<file path="src/rtl/bfp_conv_mac_pkg.sv">
// Shared types and constants for the BFP 3x3 convolution MAC datapath.
// Latency: n/a (package only).
// Backpressure: n/a (package only).
package bfp_pkg;

    localparam int EXP_SIZE    = 5;
    localparam int MANT_SIZE   = 10;
    localparam int DATA_WIDTH  = 1 + EXP_SIZE + MANT_SIZE;
    localparam int WEIGHT_W    = 8;
    localparam int WEIGHT_FRAC = 6;
    localparam int ACC_W       = MANT_SIZE + WEIGHT_W + 4;
    localparam int N_TAPS      = 9;
    localparam int ELEM_W      = MANT_SIZE + 1;
    localparam int PROD_W      = ELEM_W + WEIGHT_W;
    localparam int BIAS_W      = 16;

    typedef struct packed {
        logic                 sign;
        logic [MANT_SIZE-1:0] mag;
    } sm_elem_t;

    typedef struct packed {
        logic                 sign;
        logic [EXP_SIZE-1:0]  exp;
        logic [MANT_SIZE-1:0] frac;
    } fp16_t;

    localparam fp16_t FP16_ZERO    = 16'h0000;
    localparam fp16_t FP16_POS_SAT = 16'h7BFF;
    localparam fp16_t FP16_NEG_SAT = 16'hFBFF;

    // Sign-magnitude element to two's complement, one bit wider than the magnitude.
    function automatic logic signed [ELEM_W-1:0] sm_to_signed(sm_elem_t e);
        logic signed [ELEM_W-1:0] m;
        m = $signed({1'b0, e.mag});
        return e.sign ? -m : m;
    endfunction

endpackage

</file>
<file path="src/rtl/bfp_conv_mac_if.sv">
// Window/weight/result bus of the BFP convolution MAC.
// Latency: n/a (interface only).
// Backpressure: in_valid/in_ready on the window side, out_valid/out_ready on the result side.
// Ports: slave = MAC side, master = producer/consumer side.
interface bfp_conv_mac_if;
    import bfp_pkg::*;

    logic                       in_valid;
    logic                       in_ready;
    logic [N_TAPS*ELEM_W-1:0]   in_mant;
    logic [EXP_SIZE-1:0]        in_max_exp;
    logic                       w_load;
    logic [3:0]                 w_addr;
    logic [WEIGHT_W-1:0]        w_data;
    logic                       out_valid;
    logic                       out_ready;
    logic [DATA_WIDTH-1:0]      out_data;

    modport slave (
        input  in_valid, in_mant, in_max_exp, w_load, w_addr, w_data, out_ready,
        output in_ready, out_valid, out_data
    );

    modport master (
        output in_valid, in_mant, in_max_exp, w_load, w_addr, w_data, out_ready,
        input  in_ready, out_valid, out_data
    );

endinterface

</file>
<file path="src/rtl/bfp_fp_pack.sv">
// Renormalizes a signed accumulator plus block exponent into one FP16 word.
// Latency: combinational; the parent registers the result.
// Backpressure: none (pure function of its inputs).
// Ports: acc_i (signed accumulator), max_exp_i (block exponent), fp_o (packed FP16).
module bfp_fp_pack
    import bfp_pkg::*;
(
    input  logic signed [ACC_W-1:0]    acc_i,
    input  logic        [EXP_SIZE-1:0] max_exp_i,
    output fp16_t                      fp_o
);

    localparam int P_W = $clog2(ACC_W);
    localparam int E_W = 8;
    localparam logic signed [E_W-1:0] E_SAT = E_W'((1 << EXP_SIZE) - 1);

    logic                  sign;
    logic [ACC_W-1:0]      mag;
    logic [P_W-1:0]        lead;
    logic signed [E_W-1:0] e;
    logic [ACC_W-1:0]      aligned;

    always_comb begin
        sign = acc_i[ACC_W-1];
        mag  = sign ? $unsigned(-acc_i) : $unsigned(acc_i);

        lead = '0;
        for (int i = 0; i < ACC_W; i++) begin
            if (mag[i]) lead = P_W'(i);
        end

        // Wide signed exponent so small blocks go negative instead of wrapping.
        e = $signed(E_W'(lead)) + $signed(E_W'(max_exp_i)) - $signed(E_W'(MANT_SIZE + WEIGHT_FRAC));

        // Leading one moves to the MSB; the MANT_SIZE bits beneath it are the fraction,
        // zero-filled when the magnitude is short and truncated when it is long.
        aligned = mag << (P_W'(ACC_W - 1) - lead);

        fp_o = FP16_ZERO;
        if (mag == '0 || e <= 0) begin
            fp_o = FP16_ZERO;
        end else if (e >= E_SAT) begin
            fp_o = sign ? FP16_NEG_SAT : FP16_POS_SAT;
        end else begin
            fp_o.sign = sign;
            fp_o.exp  = e[EXP_SIZE-1:0];
            fp_o.frac = MANT_SIZE'(aligned >> (ACC_W - 1 - MANT_SIZE));
        end
    end

endmodule

</file>
<file path="src/rtl/bfp_conv_mac.sv">
// 3x3 BFP window times stored Q1.6 kernel, summed and renormalized to one FP16 pixel.
// Latency: 3 cycles accept-to-out_valid, 1 window/cycle.
// Backpressure: whole pipe holds while out_valid && !out_ready; in_ready mirrors advance.
// Ports: clk, rst (sync, active-high), bus (bfp_conv_mac_if.slave).
// Optional: BFP_CONV_MAC_BIAS_EN adds a 16-bit bias register at weight address 9.
module bfp_conv_mac
    import bfp_pkg::*;
(
    input  logic            clk,
    input  logic            rst,
    bfp_conv_mac_if.slave   bus
);

    logic adv;

    logic signed [WEIGHT_W-1:0] w_q [N_TAPS];
`ifdef BFP_CONV_MAC_BIAS_EN
    logic signed [BIAS_W-1:0]   bias_q;
`endif

    logic                       s1_vld_q;
    logic signed [PROD_W-1:0]   prod_q [N_TAPS];
    logic signed [PROD_W-1:0]   prod_d [N_TAPS];
    logic [EXP_SIZE-1:0]        s1_exp_q;

    logic                       s2_vld_q;
    logic signed [ACC_W-1:0]    acc_q;
    logic signed [ACC_W-1:0]    acc_d;
    logic [EXP_SIZE-1:0]        s2_exp_q;

    logic                       out_vld_q;
    fp16_t                      out_dat_q;
    fp16_t                      pack_d;

    assign adv           = !out_vld_q || bus.out_ready;
    assign bus.in_ready  = adv;
    assign bus.out_valid = out_vld_q;
    assign bus.out_data  = out_dat_q;

    // Products use the registered weights, so a write in the accept cycle lands one window later.
    always_comb begin
        for (int i = 0; i < N_TAPS; i++) begin
            prod_d[i] = PROD_W'(sm_to_signed(sm_elem_t'(bus.in_mant[i*ELEM_W +: ELEM_W])))
                      * PROD_W'(w_q[i]);
        end
    end

    always_comb begin
`ifdef BFP_CONV_MAC_BIAS_EN
        acc_d = ACC_W'(bias_q);
`else
        acc_d = '0;
`endif
        for (int i = 0; i < N_TAPS; i++) begin
            acc_d = acc_d + ACC_W'(prod_q[i]);
        end
    end

    bfp_fp_pack u_pack (
        .acc_i     (acc_q),
        .max_exp_i (s2_exp_q),
        .fp_o      (pack_d)
    );

    // Weight writes are independent of the pipeline and proceed during stalls.
    always_ff @(posedge clk) begin
        if (rst) begin
            for (int i = 0; i < N_TAPS; i++) w_q[i] <= '0;
`ifdef BFP_CONV_MAC_BIAS_EN
            bias_q <= '0;
`endif
        end else if (bus.w_load) begin
            if (bus.w_addr < 4'(N_TAPS)) begin
                w_q[bus.w_addr] <= bus.w_data;
            end
`ifdef BFP_CONV_MAC_BIAS_EN
            else if (bus.w_addr == 4'(N_TAPS)) begin
                bias_q <= BIAS_W'($signed(bus.w_data));
            end
`endif
        end
    end

    always_ff @(posedge clk) begin
        if (rst) begin
            s1_vld_q  <= 1'b0;
            s1_exp_q  <= '0;
            for (int i = 0; i < N_TAPS; i++) prod_q[i] <= '0;
            s2_vld_q  <= 1'b0;
            acc_q     <= '0;
            s2_exp_q  <= '0;
            out_vld_q <= 1'b0;
            out_dat_q <= FP16_ZERO;
        end else if (adv) begin
            s1_vld_q  <= bus.in_valid;
            prod_q    <= prod_d;
            s1_exp_q  <= bus.in_max_exp;
            s2_vld_q  <= s1_vld_q;
            acc_q     <= acc_d;
            s2_exp_q  <= s1_exp_q;
            out_vld_q <= s2_vld_q;
            out_dat_q <= s2_vld_q ? pack_d : FP16_ZERO;
        end
    end

endmodule

</file>
<file path="src/flat_wrapper.sv">
// flat-port wrapper written by rule: the top's interface ports become plain ports
module bfp_conv_mac_flat import bfp_pkg::*;
  (clk, rst, bus_in_valid, bus_in_mant, bus_in_max_exp, bus_w_load, bus_w_addr, bus_w_data, bus_out_ready, bus_in_ready, bus_out_valid, bus_out_data);
  bfp_conv_mac_if bus_i ();
  input  logic clk;
  input  logic rst;
  input wire logic [$bits(bus_i.in_valid)-1:0] bus_in_valid;
  input wire logic [$bits(bus_i.in_mant)-1:0] bus_in_mant;
  input wire logic [$bits(bus_i.in_max_exp)-1:0] bus_in_max_exp;
  input wire logic [$bits(bus_i.w_load)-1:0] bus_w_load;
  input wire logic [$bits(bus_i.w_addr)-1:0] bus_w_addr;
  input wire logic [$bits(bus_i.w_data)-1:0] bus_w_data;
  input wire logic [$bits(bus_i.out_ready)-1:0] bus_out_ready;
  output wire logic [$bits(bus_i.in_ready)-1:0] bus_in_ready;
  output wire logic [$bits(bus_i.out_valid)-1:0] bus_out_valid;
  output wire logic [$bits(bus_i.out_data)-1:0] bus_out_data;
  assign bus_i.in_valid = bus_in_valid;
  assign bus_i.in_mant = bus_in_mant;
  assign bus_i.in_max_exp = bus_in_max_exp;
  assign bus_i.w_load = bus_w_load;
  assign bus_i.w_addr = bus_w_addr;
  assign bus_i.w_data = bus_w_data;
  assign bus_i.out_ready = bus_out_ready;
  assign bus_in_ready = bus_i.in_ready;
  assign bus_out_valid = bus_i.out_valid;
  assign bus_out_data = bus_i.out_data;
  bfp_conv_mac u_core (.clk(clk), .rst(rst), .bus(bus_i));
endmodule
</file>
<file path="config.mk">
export PLATFORM = sky130hd
export DESIGN_NAME = bfp_conv_mac_flat
export DESIGN_NICKNAME = d
export VERILOG_FILES = /design/src/rtl/bfp_conv_mac_pkg.sv /design/src/rtl/bfp_conv_mac_if.sv /design/src/rtl/bfp_fp_pack.sv /design/src/rtl/bfp_conv_mac.sv /design/src/flat_wrapper.sv
export SDC_FILE = /design/constraint.sdc
export NUM_CORES = 2
export LEC_CHECK = 0
export ABC_AREA = 1
export CAP_MARGIN = 20
export CORE_ASPECT_RATIO = 1.5
export CORE_MARGIN = 4
export CORE_UTILIZATION = 60
export CTS_CLUSTER_SIZE = 12
export DETAILED_ROUTE_END_ITERATION = 6
export MAX_ROUTING_LAYER = met4
export PLACE_DENSITY = 0.86
export SLEW_MARGIN = 5
export SYNTH_ARGS = -nofsm -noshare
export SYNTH_HDL_FRONTEND = slang
export SYNTH_SLANG_ARGS = --single-unit
</file>
<file path="constraint.sdc">
create_clock -name clk -period 19.4 [get_ports clk]
set_input_delay 3.88 -clock clk [delete_from_list [all_inputs] [get_ports clk]]
set_output_delay 3.88 -clock clk [all_outputs]
set_load 0.005 [all_outputs]
</file>
==> flow_summary.toml <==
[status]
status = "completed"

[cts]
root_buffer = "clkbuf_16"
hold_buffers = 0
cts_buffers = 34
cts.clk_slew.worst_paths_ns = 0.06
cts_tree = "built"
clock-sinks = 294
cts_resized = 0
h-tree-depth = 2
clk_path_buf_depth = 3
clock_latency_ns = 0.55
post_cts_buffers = 0

[detailed_routing]
wl_per_cell_um = 17.40
drt_wl_total_um = 118600
antenna_left = 0
vias = 37050
firstDrtPassIters = 6
drtIter0Drc = 2353
via_per_inst = 5.437
drc = 0

[yosys]
syn_nets = 7010
yosys_warnings = 0
netlist_instances = 5734
ys_seq_area_share_pct = 14.32
ys_seq_elements = 294
async_flop_share_pct = 0
synth_ff_type = "dfxtp_1"
syn_area_per_cell_um2 = 8.047
netlist_area_mm2 = 0.04614
ys_types = 52
synth_edf_count = 72

[floorplan]
ios = 139
coreArea_mm2 = 0.07618
die_w_um = 234.4
start_util_pct = 60.57
die_h_um = 347.6
die_area_mm2 = 0.08150
core.rowCount = 124

[timing]
max_freq_mhz = 100.4
clock_skew_ns = 0.02314
maxSlewHeadroom_pct = 23.93
finalHoldViolCount = 0
fin_crit_ns = 9.959
finalSetupTns_ns = 0
tightest_slew_ns = 1.134
period_share_pct = 51.34
report.final.slew_viol_count = 0
rsz0062_at_grt = "no"
setup_viol_count_final = 0

[global_routing]
antenna_found_initial = 1
globalRouteOverflowTotal = 0
grt_pass1_wl_um = 194400
grt_pass1_vias = 39710
grt_max_degree = 201
track_usage_pct = 30.86

[layout]
layout-drive-gt1-share_pct = 2.481
final_util_pct = 64.87
final.fill_count = 6308
final_nets = 7057
syn_to_final_growth_pct = 7.096
final-instance-count-excl-fill = 6814

[critical_path]
worst-setup-path-type = "in -> reg"
cp-start-kind = "input port"
crit_fanout = 9
end_kind = "flip-flop"
crit_path_frequent_cell = "inv_1"
cp_slowest_cell = "clkdlybuf4s50_1"
critPathMaxStageDelay_ns = 0.68
cp_data_arrival_time_ns = 10.36
worstPathRequired_ns = 19.80

[worst_hold_path]
holdCritPathClass = "reg -> reg"

[flow_run]
maxCapViolCount = 0

[place]
port_buffers = 138
dp_cells = 6753
dp_hpwl_um = 98680
place_congestion = 0.9736
-- final cells by class --
class,count,area (um2),share of cell area [%]
clock buffer,53,1056,2.137
timing repair buffer,144,1439,2.912
tap,1008,1261,2.552
sequential,294,6606,13.37
antenna,1,2.502,0.005064
clock inverter,7,40.04,0.08102
inverter,1443,5430,10.99
multi-input combinational,3864,33580,67.96
-- registers in the layout, indices dropped and copies added (netlist names) --
signal,flops
u_core.s2_vld_q,1
u_core.s1_vld_q,1
u_core.s2_exp_q,5
u_core.acc_q,22
u_core.bus.out_valid,1
u_core.s1_exp_q,5
u_core.w_q,72
u_core.bus.out_data,16
u_core.prod_q,171
-- metal layers --
metal	vias to the layer above	share of wire [%]	wire length, um	GRT usage [%]
li1	17280	-	-	-
met1	18050	34	40520	32.06
met2	1186	52	61540	54.40
met3	536	4.4	5215	2.808
met4	0	9.5	11310	21.87
met5	-	0	0	-
-- layout by cell type (no fill, tap or decap), types with 4 or more instances in the layout --
master / synthesis / routed
nor4_1: 5 / 5
xnor2_1: 81 / 81
o211ai_1: 37 / 37
a21oi_1: 228 / 228
buf_4: 3 / 5
edfxtp_1: 72 / 72
nor2_4: 6 / 7
clkbuf_1: 116 / 9
clkinv_1: 29 / 29
nor2_2: 5 / 5
or2_2: 37 / 37
nand3_1: 144 / 144
clkbuf_16: 0 / 37
o221ai_1: 11 / 11
nor3_1: 24 / 24
and2_1: 5 / 5
xor2_1: 149 / 149
o21ai_1: 6 / 6
nor2_1: 654 / 653
o31ai_1: 7 / 7
inv_1: 1403 / 1401
fa_1: 779 / 779
clkinv_2: 1 / 6
o21ai_0: 251 / 251
nand3b_1: 18 / 18
inv_2: 9 / 9
a31oi_1: 10 / 10
ha_1: 376 / 376
clkdlybuf4s50_1: 0 / 138
o21bai_1: 101 / 101
nand2_1: 871 / 871
dfxtp_1: 222 / 222
nand2_2: 8 / 8
nand4_1: 12 / 12
a211oi_1: 8 / 8
a21o_1: 4 / 4
a22oi_1: 5 / 5
clkbuf_8: 0 / 7
-- path summary, 6_finish.rpt --
| kind | start | to | slack (ns) | cells after the start |
|---|---|---|---|---|
| max reg2reg | u_core.prod_q[134] | u_core.acc_q[21] | 12.44 | 31 |
| min | u_core.s2_exp_q[4] | u_core.s2_exp_q[4] | 0.46 | 2 |
| max | bus_in_mant[33] | u_core.prod_q[113] | 9.44 | 33 |
| min reg2reg | u_core.s2_exp_q[4] | u_core.s2_exp_q[4] | 0.46 | 2 |
-- cells in the mapped netlist, types with 8 or more instances --
cell type  number  share of area (%)
ha_1          376                 10
dfxtp_1       222                9.6
nand3_1       144                1.6
xor2_1        149                2.8
o221ai_1       11               0.21
nand2_1       871                7.1
nand3b_1       18               0.29
nor2_1        654                5.3
xnor2_1        81                1.5
nand2_2         8               0.11
fa_1          779                 34
o21ai_0       251                2.7
inv_2           9              0.073
or2_2          37               0.50
edfxtp_1       72                4.7
a21oi_1       228                2.5
clkinv_1       29               0.24
a31oi_1        10               0.14
o211ai_1       37               0.60
nor3_1         24               0.26
a211oi_1        8               0.13
o21bai_1      101                1.6
nand4_1        12               0.16
clkbuf_1      116               0.94
inv_1        1403                 11
-- worst max-delay path, delay by kind of cell --
family                   cells  cell delay [ns]
AO/OA/AOI/OAI                9             1.63
XOR/XNOR                     2             0.50
adder cells (fa/ha/maj)      6             2.53
buffers and inverters        8             1.17
AND/OR/NAND/NOR              8             0.66
-- cells by family after synthesis --
kind of cell | after synthesis | synth area share, %
compound gates | 677 | 8.425
xor+xnor | 232 | 4.436
fa+ha+maj | 1155 | 43.99
buf+inv | 1576 | 12.92
flops | 294 | 14.32
simple gates | 1800 | 15.91
-- metrics by stage --
stage,worst slack (ns),cell area [um2],hold WS (ns)
after floorplan,10.04,46140,0.4353
after global placement,9.131,48320,0.4518
after detailed placement,8.944,48320,0.4575
after CTS,9.493,49420,0.4654
after global routing,8.937,49420,0.4889
final,9.441,49420,0.4643
Power is left out: the tool's default activity adds up to more than one toggle a clock period on the data nets, which glitch-free logic cannot reach.
